`src/rtl/fetch_prefetch_queue_pkg.sv`:
```
// Shared CPU front-end definitions: datapath widths, the canonical NOP and
// the fetch FSM state encoding.
package fetch_prefetch_queue_pkg;

    localparam int PC_W    = 32;
    localparam int INSTR_W = 32;

    // addi x0,x0,0
    localparam logic [INSTR_W-1:0] CPU_NOP = 32'h0000_0013;

    typedef enum logic {
        IDLE = 1'b0,
        RUN  = 1'b1
    } fetch_state_e;

endpackage

```
`src/rtl/fetch_prefetch_queue_fifo.sv`:
```
// In-order {pc, instr} queue between the fetch handshake and IF/ID.
// The head is read straight out of the storage array, so an entry written on
// one edge is visible on the following cycle.
module fetch_fifo
    import fetch_prefetch_queue_pkg::*;
#(
    parameter int DEPTH = 4,
    parameter int WIDTH = PC_W + INSTR_W,
    localparam int AW   = $clog2(DEPTH),
    localparam int CW   = AW + 1
) (
    input  logic             clk_i,
    input  logic             rst_i,
    input  logic             push_i,
    input  logic             pop_i,
    input  logic             clear_i,
    input  logic [WIDTH-1:0] wdata_i,
    output logic             full_o,
    output logic             empty_o,
    output logic [CW-1:0]    count_o,
    output logic [WIDTH-1:0] rdata_o
);

    logic [WIDTH-1:0] mem_q [DEPTH];
    logic [AW-1:0]    wptr_q, wptr_d;
    logic [AW-1:0]    rptr_q, rptr_d;
    logic [CW-1:0]    count_q, count_d;
    logic             do_push, do_pop;

    assign full_o  = (int'(count_q) == DEPTH);
    assign empty_o = (count_q == '0);
    assign count_o = count_q;
    assign rdata_o = mem_q[rptr_q];

    assign do_push = push_i && !full_o && !clear_i;
    assign do_pop  = pop_i && !empty_o && !clear_i;

    always_comb begin
        wptr_d  = wptr_q;
        rptr_d  = rptr_q;
        count_d = count_q;
        if (clear_i) begin
            wptr_d  = '0;
            rptr_d  = '0;
            count_d = '0;
        end else begin
            if (do_push) wptr_d = wptr_q + 1'b1;
            if (do_pop)  rptr_d = rptr_q + 1'b1;
            count_d = count_q + CW'(do_push) - CW'(do_pop);
        end
    end

    always_ff @(posedge clk_i or negedge rst_i) begin
        if (!rst_i) begin
            wptr_q  <= '0;
            rptr_q  <= '0;
            count_q <= '0;
        end else begin
            wptr_q  <= wptr_d;
            rptr_q  <= rptr_d;
            count_q <= count_d;
        end
    end

    // Storage carries no reset; emptiness is tracked by count_q alone.
    always_ff @(posedge clk_i) begin
        if (do_push) mem_q[wptr_q] <= wdata_i;
    end

endmodule

```
`src/rtl/fetch_prefetch_queue.sv`:
```
// Prefetching instruction fetch front-end: sequential req/gnt fetches, an
// in-order response queue, stall absorption and redirect with stale-drop.
module fetch_prefetch_queue
    import fetch_prefetch_queue_pkg::*;
#(
    parameter int                 DEPTH     = 4,
    parameter logic [PC_W-1:0]    RESET_PC  = 32'h0000_0000,
    parameter logic [INSTR_W-1:0] NOP_INSTR = CPU_NOP
) (
    input  logic               clk_i,
    input  logic               rst_i,
    input  logic               start_i,
    input  logic               stall_i,
    input  logic               redirect_i,
    input  logic [PC_W-1:0]    redirect_pc_i,
    output logic               imem_req_o,
    output logic [PC_W-1:0]    imem_addr_o,
    input  logic               imem_gnt_i,
    input  logic               imem_rvalid_i,
    input  logic [INSTR_W-1:0] imem_rdata_i,
    output logic               instr_valid_o,
    output logic [INSTR_W-1:0] instr_o,
    output logic [PC_W-1:0]    pc_o
);

    localparam int AW = $clog2(DEPTH);
    localparam int CW = AW + 1;

    fetch_state_e state_q, state_d;

    logic [PC_W-1:0]  fetch_pc_q, fetch_pc_d;
    logic [PC_W-1:0]  resp_pc_q, resp_pc_d;
    logic [CW-1:0]    outstanding_q, outstanding_d;
    logic [CW-1:0]    drop_cnt_q, drop_cnt_d;

    logic             running;
    logic             redirect_en;
    logic             req_fire;
    logic             push, pop;
    logic             fifo_full, fifo_empty;
    logic [CW-1:0]    fifo_count;
    logic [PC_W+INSTR_W-1:0] head;
    logic [PC_W-1:0]  redirect_tgt;

    assign running      = (state_q == RUN);
    assign redirect_en  = running && redirect_i;
    assign redirect_tgt = redirect_pc_i & ~(PC_W'(3));
    assign req_fire     = imem_req_o && imem_gnt_i;

    // FSM: state register
    always_ff @(posedge clk_i or negedge rst_i) begin
        if (!rst_i) state_q <= IDLE;
        else        state_q <= state_d;
    end

    // FSM: next state
    always_comb begin
        state_d = state_q;
        case (state_q)
            IDLE:    if (start_i) state_d = RUN;
            RUN:     state_d = RUN;
            default: state_d = IDLE;
        endcase
    end

    // FSM: outputs. Every request reserves a queue slot for its response,
    // so the queue can never overflow regardless of stalls.
    always_comb begin
        imem_req_o  = running && !redirect_i &&
                      ((int'(fifo_count) + int'(outstanding_q)) < DEPTH);
        imem_addr_o = fetch_pc_q;
    end

    // Counters. On redirect, everything still in flight after this edge is
    // stale, which is exactly the next outstanding count.
    always_comb begin
        fetch_pc_d    = fetch_pc_q;
        resp_pc_d     = resp_pc_q;
        outstanding_d = outstanding_q + CW'(req_fire) - CW'(imem_rvalid_i);
        drop_cnt_d    = drop_cnt_q;
        push          = 1'b0;
        if (redirect_en) begin
            fetch_pc_d = redirect_tgt;
            resp_pc_d  = redirect_tgt;
            drop_cnt_d = outstanding_d;
        end else begin
            if (req_fire) fetch_pc_d = fetch_pc_q + 32'd4;
            if (imem_rvalid_i) begin
                if (drop_cnt_q != '0) begin
                    drop_cnt_d = drop_cnt_q - 1'b1;
                end else begin
                    push      = 1'b1;
                    resp_pc_d = resp_pc_q + 32'd4;
                end
            end
        end
    end

    always_ff @(posedge clk_i or negedge rst_i) begin
        if (!rst_i) begin
            fetch_pc_q    <= RESET_PC;
            resp_pc_q     <= RESET_PC;
            outstanding_q <= '0;
            drop_cnt_q    <= '0;
        end else begin
            fetch_pc_q    <= fetch_pc_d;
            resp_pc_q     <= resp_pc_d;
            outstanding_q <= outstanding_d;
            drop_cnt_q    <= drop_cnt_d;
        end
    end

    assign pop = !fifo_empty && !stall_i && !redirect_en;

    fetch_fifo #(
        .DEPTH (DEPTH),
        .WIDTH (PC_W + INSTR_W)
    ) u_fifo (
        .clk_i   (clk_i),
        .rst_i   (rst_i),
        .push_i  (push),
        .pop_i   (pop),
        .clear_i (redirect_en),
        .wdata_i ({resp_pc_q, imem_rdata_i}),
        .full_o  (fifo_full),
        .empty_o (fifo_empty),
        .count_o (fifo_count),
        .rdata_o (head)
    );

    assign instr_valid_o = !fifo_empty;
    assign instr_o       = fifo_empty ? NOP_INSTR : head[INSTR_W-1:0];
    assign pc_o          = fifo_empty ? '0 : head[PC_W+INSTR_W-1:INSTR_W];

    a_no_spurious_rvalid: assert property (@(posedge clk_i) disable iff (!rst_i)
        imem_rvalid_i |-> (outstanding_q != '0));
    a_count_bound: assert property (@(posedge clk_i) disable iff (!rst_i)
        int'(fifo_count) <= DEPTH);
    a_no_overflow: assert property (@(posedge clk_i) disable iff (!rst_i)
        push |-> !fifo_full);

endmodule

```
`config.mk`:
```
export PLATFORM = sky130hd
export DESIGN_NAME = fetch_prefetch_queue
export DESIGN_NICKNAME = d
export VERILOG_FILES = /design/src/rtl/fetch_prefetch_queue_pkg.sv /design/src/rtl/fetch_prefetch_queue_fifo.sv /design/src/rtl/fetch_prefetch_queue.sv
export SDC_FILE = /design/constraint.sdc
export NUM_CORES = 1
export LEC_CHECK = 0
export ABC_CLOCK_PERIOD_IN_PS = 8100
export BUFFER_PORTS_ARGS = -buffer_cell sky130_fd_sc_hd__clkbuf_2
export CORE_UTILIZATION = 30
export CTS_CLUSTER_DIAMETER = 150
export CTS_CLUSTER_SIZE = 25
export DETAILED_ROUTE_END_ITERATION = 8
export GPL_TIMING_DRIVEN = 0
export PLACE_DENSITY = 0.53
export SLEW_MARGIN = 20
export SYNTH_ARGS = -nofsm -noshare
export SYNTH_HDL_FRONTEND = slang
export SYNTH_SLANG_ARGS = --single-unit
```
`constraint.sdc`:
```
create_clock -name clk_i -period 8.1 [get_ports clk_i]
set_clock_uncertainty 0.15 [all_clocks]
set_input_delay 1.62 -clock clk_i [delete_from_list [all_inputs] [get_ports clk_i]]
set_output_delay 1.62 -clock clk_i [all_outputs]
set_load 0.1 [all_outputs]
```
==> impl_metrics.json, run 1 <==
{
  "fp.dieW_um": 215,
  "cp_num_buf_inv": 3,
  "drt_iter0_drc": 506,
  "hold_path.class": "flop to flop",
  "maxSlewViolCount": 0,
  "post_cts_buffers": 0,
  "grt_setup_unrepaired": "no",
  "vias_per_cell": 4.69,
  "status": "finished clean",
  "max_freq_mhz": 200,
  "synth_area_um2": 13600,
  "dr.pass1.iters": 5,
  "grtUsageMet2_pct": 22.4,
  "die_area_um2": 46100,
  "cp_max_fo": 10,
  "hold-path-endpoint": "running$_DFF_PN0_",
  "worst_pin_slew_ns": 1.03,
  "crit_path_start_kind": "flop",
  "power_frac_clock_pct": 15.7,
  "tns_ns": 0,
  "utilization_pct": 35.4,
  "dpl.hpwl_mm": 21.7,
  "cpMostUsedCell": "clkbuf_1",
  "p_seq_share_pct": 35.1,
  "ys_warn_count": 0,
  "drc": 0,
  "synth.avg_cell_area_um2": 15.9,
  "routed_wl_mm": 31.8,
  "critPathKind": "flop to primary output",
  "setup_viol": 0,
  "io_pins": 169,
  "final_cells": 1637,
  "clock_latency_ns": 0.50,
  "synth_cells": 853,
  "p_sw_share_pct": 50.0,
  "wl_per_cell_um": 19.4,
  "total_power_mw": 5.67,
  "placed_cells": 1614,
  "cts.sinks": 322,
  "p_leak_nw": 5.32,
  "filler_cell_count": 4328,
  "port_buffers": 162,
  "grt_usage_pct": 13.8,
  "worstRegToRegCells": 14,
  "endpoint_kind": "primary output",
  "critical_path.slowest_cell": "clkbuf_1",
  "pwr-share-comb_pct": 49.2,
  "min_delay_path_depth": 1,
  "path_cells": "nor3_1, clkbuf_1, clkbuf_1, nor2b_1, clkbuf_2",
  "dieHeight_um": 215,
  "antenna_found_initial": 0,
  "seq_area_frac_synth_pct": 68.5,
  "crit_family": "buffers and inverters",
  "pre_cts_ws_ns": 3.54,
  "cts_tree": "done",
  "clk_pin_slew_ns": 0.10,
  "syn_to_final_growth_pct": 15.7,
  "rr_startpoint": "u_fifo.count_o[2]$_DFF_PN0_",
  "overflow": 0,
  "finalCritPeriodShare_pct": 61.6,
  "ctsResizeCount": 0,
  "irDropWorstVdd_uv": 307,
  "gr-usage-met1_pct": 19.6,
  "grt_max_degree": 75,
  "arrival_ns": 3.22,
  "start_util_pct": 30.6,
  "synth_seq_cells": 322,
  "ant_nets": 0,
  "synth_ff_type": "edfxtp_1",
  "top_usage_layer": "met2",
  "synth_edf_count": 248,
  "gp_congestion": 0.831,
  "r2r_slack_ns": 4.80,
  "period_minus_slack_ns": 4.99,
  "grt_pass1_vias": 8014,
  "crit_required_ns": 6.33,
  "maxCapViolCount": 0,
  "holdBufCountCts": 0,
  "switchingPower_mw": 2.83,
  "reg2reg_to": "drop_cnt_q[2]$_DFFE_PN0P_",
  "grt_pass1_wl_mm": 48.7,
  "cp_slowest_stage_delay_ns": 0.77,
  "internal_power_mw": 2.83,
  "core-area_um2": 44400,
  "postSynth.asyncResetShare_pct": 23.0,
  "setup_ws_ns": 3.11,
  "vias": 7672,
  "synth_cell_type_count": 42,
  "slew_headroom_pct": 30.4,
  "cts-htree-levels": 1,
  "hold_violations": 0,
  "use_met3_pct": 2.12,
  "drive_above_1_share_pct": 27.4,
  "power.density_nw_per_um2": 361,
  "cts.path.max_buffers": 3,
  "root_buffer": "clkbuf_16",
  "num_antenna_cells": 0,
  "rows": 77,
  "nets": 1127,
  "min-delay-start": "running$_DFF_PN0_",
  "cts_made_buffers": 16
}
## logic make-up after synthesis
family                     after synthesis  share of synthesized area [%]
DFF                                    322                           68.5
and+or+nand+nor                        260                           10.8
adders and majority gates               16                           1.58
muxes                                   65                           10.5
AOI/OAI and AO/OA                       66                           2.61
other                                    1                         0.0276
xor gates and xnor gates                62                           4.00
buffers and inverters                   61                           1.98
## area by class of cell
cell class | instances | area, µm² | area share (%)
Inverter | 18 | 70.1 | 0.446
Multi-Input combinational cell | 473 | 4030 | 25.7
Timing Repair Buffer | 166 | 915 | 5.82
Buffer | 43 | 199 | 1.27
Clock buffer | 22 | 444 | 2.83
Clock inverter | 1 | 5.00 | 0.0319
Tap cell | 592 | 741 | 4.72
Sequential cell | 322 | 9300 | 59.2
## synthesized netlist by cell type, types with 2 or more instances
| master | instances | area (µm²) |
|---|---|---|
| ha_1 | 14 | 175 |
| nor3_1 | 19 | 95.1 |
| dfrtp_1 | 74 | 1850 |
| o21ai_0 | 4 | 20.0 |
| fa_1 | 2 | 40.0 |
| nor4_2 | 11 | 138 |
| a21oi_1 | 57 | 285 |
| and3_1 | 8 | 50.1 |
| mux2_2 | 2 | 22.5 |
| nor2_1 | 55 | 206 |
| nor2b_1 | 60 | 375 |
| clkbuf_1 | 26 | 97.6 |
| nand4_1 | 21 | 131 |
| buf_2 | 9 | 45.0 |
| mux4_2 | 62 | 1400 |
| and2_1 | 8 | 50.1 |
| and4_1 | 7 | 61.3 |
| edfxtp_1 | 248 | 7450 |
| inv_1 | 17 | 63.8 |
| xor2_1 | 25 | 219 |
| a31oi_1 | 2 | 12.5 |
| nor4_1 | 8 | 50.1 |
| or2_2 | 4 | 25.0 |
| buf_1 | 2 | 7.51 |
| buf_4 | 5 | 37.5 |
| nand3_1 | 20 | 100 |
| xnor2_1 | 37 | 324 |
| nand2_1 | 32 | 120 |
## cells in the final DEF (no fill, tap or decap), types with 17 or more instances in the layout
| cell type | instances |
|---|---|
| a21oi_1 | 57 |
| clkbuf_1 | 31 |
| clkbuf_16 | 17 |
| clkbuf_2 | 161 |
| dfrtp_1 | 74 |
| edfxtp_1 | 248 |
| inv_1 | 17 |
| mux4_2 | 62 |
| nand2_1 | 32 |
| nand3_1 | 20 |
| nand4_1 | 21 |
| nor2_1 | 55 |
| nor2b_1 | 60 |
| nor3_1 | 19 |
| xnor2_1 | 37 |
| xor2_1 | 25 |
## metrics by stage
stage                     area (µm²)  hold WS, ns
after floorplan                13600        0.318
after global placement         15100        0.343
after detailed placement       15300        0.349
after CTS                      15700        0.373
after global routing           15700        0.394
final                          15700        0.366
## worst max-delay path by stage
stage                                            from                            end  slack (ns)  cells after the start
after floorplan                            redirect_i   u_fifo.mem_q[0][0]$_DFFE_PP_        3.68                      4
after global placement                  imem_rvalid_i  u_fifo.mem_q[0][28]$_DFFE_PP_        1.85                      4
after detailed placement  u_fifo.count_o[1]$_DFF_PN0_                        pc_o[3]        3.54                      5
after CTS                 u_fifo.count_o[1]$_DFF_PN0_                        pc_o[3]        2.96                      5
after global routing      u_fifo.count_o[1]$_DFF_PN0_                        pc_o[4]        2.86                      5
final                     u_fifo.count_o[1]$_DFF_PN0_                        pc_o[3]        3.11                      5
## worst reg2reg max path, cell delays in order (launching register included)
cell,delay [ns]
dfrtp_1,0.45
ha_1,0.32
nor3b_2,0.19
and4_1,0.23
buf_4,0.20
inv_4,0.09
buf_2,0.21
ha_1,0.30
inv_1,0.04
ha_1,0.17
fa_1,0.38
xor2_1,0.16
xnor2_1,0.14
nand2_1,0.06
o21ai_0,0.08
## metal layers
metal | share of wire (%) | wire length, µm
met1 | 47 | 14800
met2 | 47 | 14900
met3 | 4.8 | 1510
met4 | 1.7 | 533
met5 | 0 | 0
## state kept, by name, indices dropped and copies added, names as in the netlist
name	count
u_fifo.rptr_q	2
drop_cnt_q	3
imem_addr_o	30
u_fifo.wptr_q	2
running	1
u_fifo.mem_q	248
u_fifo.count_o	3
resp_pc_q	30
outstanding_q	3
## power by group through the flow
stage	logic, mW	registers [mW]	clock network (mW)
6_report	2.79	1.99	0.890
5_1_grt	2.94	2.00	0.981
4_1_cts	2.84	1.99	0.931
3_5_place_dp	2.83	2.03	0
3_3_place_gp	2.82	2.03	0
2_1_floorplan	2.18	2.12	0
Power figures use the tool's default switching activity.
==> run 2, diff against run 1 <==
ABC_AREA = 1   (was unset)
ABC_CLOCK_PERIOD_IN_PS = 4500   (was 8100)
PLACE_DENSITY = 0.54   (was 0.53)
clock period = 4.5 ns   (was 8.1 ns; I/O delays follow)
==> impl_metrics.json, run 2 <==
{
  "synth_cells": 1525,
  "arrival_ns": 3.05,
  "switchingPower_mw": 5.90,
  "crit_path_start_kind": "flop",
  "p_leak_nw": 6.68,
  "clock_latency_ns": 0.52,
  "utilization_pct": 35.7,
  "total_power_mw": 11.0,
  "largest_reg_flops": 248,
  "fp.dieW_um": 224,
  "start_util_pct": 30.7,
  "die_area_um2": 50200,
  "grt_pass1_vias": 10840,
  "postSynth.asyncResetShare_pct": 23.0,
  "vias_per_cell": 4.74,
  "dieHeight_um": 224,
  "io_pins": 169,
  "status": "finished clean",
  "antenna_found_initial": 2,
  "wl_per_cell_um": 17.9,
  "rr_startpoint": "drop_cnt_q[0]$_DFFE_PN0P_",
  "rows": 80,
  "syn_to_final_growth_pct": 16.4,
  "synth_cell_type_count": 40,
  "irDropWorstVdd_uv": 369,
  "layout_common_cells": "406 x nor2_1, 248 x edfxtp_1, 198 x nand2_1",
  "ant_nets": 0,
  "cts.path.max_buffers": 3,
  "hold_violations": 0,
  "setup_viol": 0,
  "r2r_slack_ns": 1.28,
  "regMostFlops": "u_fifo.mem_q",
  "synth_edf_count": 248,
  "maxCapViolCount": 0,
  "yosysTopAreaCell": "edfxtp_1",
  "power_frac_clock_pct": 14.8,
  "dpl.hpwl_mm": 29.8,
  "post_cts_buffers": 0,
  "overflow": 0,
  "maxSlewViolCount": 0,
  "synth_seq_cells": 322,
  "synthTopCellsByCount": "410 x nor2_1, 248 x edfxtp_1, 198 x nand2_1",
  "nets": 1807,
  "synth.area.top_cells": "edfxtp_1 50%, dfrtp_1 13%, nor2_1 10%",
  "routed_wl_mm": 42.6,
  "cts_made_buffers": 16,
  "crit_required_ns": 3.45,
  "p_sw_share_pct": 53.8,
  "num_antenna_cells": 0,
  "endpoint_kind": "primary output",
  "ctsResizeCount": 0,
  "synth_ff_type": "edfxtp_1",
  "cts-htree-levels": 1,
  "p_seq_share_pct": 34.9,
  "drc": 0,
  "ys_warn_count": 0,
  "drive_above_1_share_pct": 16.0,
  "cp_max_fo": 10,
  "final_common_cell": "nor2_1",
  "critPathLaunch": "u_fifo.rptr_q[0]$_DFFE_PN0P_",
  "cts_tree": "done",
  "reg2reg_to": "u_fifo.mem_q[2][21]$_DFFE_PP_",
  "vias": 11285,
  "gp_congestion": 0.882,
  "slew_headroom_pct": 48.8,
  "finalCritPeriodShare_pct": 91.1,
  "root_buffer": "clkbuf_16",
  "synthMostInstantiatedCell": "nor2_1",
  "dpl_cell_area_um2": 16700,
  "seq_area_frac_synth_pct": 62.9,
  "grt_setup_unrepaired": "no",
  "synth_area_um2": 14800,
  "hold_path.class": "input port to asynchronous set/reset pin",
  "grt_usage_pct": 16.7,
  "internal_power_mw": 5.07,
  "clk_pin_slew_ns": 0.11,
  "worst_pin_slew_ns": 0.768,
  "critPathKind": "flop to primary output",
  "synth.avg_cell_area_um2": 9.69,
  "pwr-share-comb_pct": 50.3,
  "final_area_um2": 17200,
  "max_freq_mhz": 244,
  "cts.sinks": 322,
  "holdBufCountCts": 0,
  "core-area_um2": 48100,
  "hold_ws_ns": 0.214,
  "grt_max_degree": 75,
  "worstRegToRegCells": 8,
  "port_buffers": 162,
  "power.density_nw_per_um2": 638,
  "drt_iter0_drc": 776,
  "period_minus_slack_ns": 4.10,
  "dr.pass1.iters": 8,
  "yosysTopAreaCellShare_pct": 50.4,
  "grt_pass1_wl_mm": 64.4
}
[run 2: cell type report]
class                      instances  area, µm²
clock inverter                     1       5.00
inverter                          94        353
timing repair buffer             174       1100
buffer                            69        334
sequential                       322       9300
tap                              656        821
multi-input combinational       1043       4840
fill                            4908      30900
clock buffer                      21        440
[run 2: metal layers]
layer	global-route usage (%)	vias up	wire (µm)
met5	0	-	13
met4	2.63	2	504
met2	28.2	358	20100
li1	-	5498	-
met3	2.77	30	2900
met1	22.9	5397	19000
[run 2: worst max-delay path: stages (launching register included)]
cell and delay (ns):
dfrtp_1 0.38, buf_2 0.18, inv_2 0.21, buf_4 0.22, clkbuf_1 0.54, o21ai_0 0.20
a21oi_1 0.27, clkbuf_2 0.51
[run 2: how the worst max path moves through the flow]
stage               cells past startpoint                            end  slack (ns)
floorplan                               4   u_fifo.mem_q[0][0]$_DFFE_PP_       -0.09
global placement                        5  u_fifo.mem_q[3][18]$_DFFE_PP_       -2.94
detailed placement                      4                       pc_o[18]        0.81
CTS                                     5                     instr_o[4]        0.24
global route                            7                       pc_o[22]        0.22
finish                                  7                       pc_o[25]        0.40
[run 2: per-stage QoR]
step	TNS (ns)	setup WS (ns)	instances
2_1_floorplan	-21.98	-0.0886	1528
3_3_place_gp	-695.58	-2.94	2346
3_5_place_dp	0	0.808	2358
4_1_cts	0	0.238	2380
5_1_grt	0	0.225	2380
6_report	0	0.401	2380
[run 2: power groups by stage]
stage / clock network (mW) / registers (mW) / logic (mW)
detailed placement: 0 / 3.88 / 5.57
floorplan: 0 / 4.29 / 3.85
global placement: 0 / 3.88 / 5.51
finish: 1.63 / 3.83 / 5.51
CTS: 1.67 / 3.82 / 5.58
global route: 1.77 / 3.87 / 5.86
[run 2: logic make-up (layout without fill, tap and decap cells)]
family,count (synthesis),in the layout,synth area share [%]
flops,322,322,62.9
buf+inv,163,359,4.65
simple gates,743,743,20.8
compound gates,272,272,9.63
fa+ha+maj,16,16,1.46
other cells,1,4,0.0254
xor+xnor,8,8,0.474
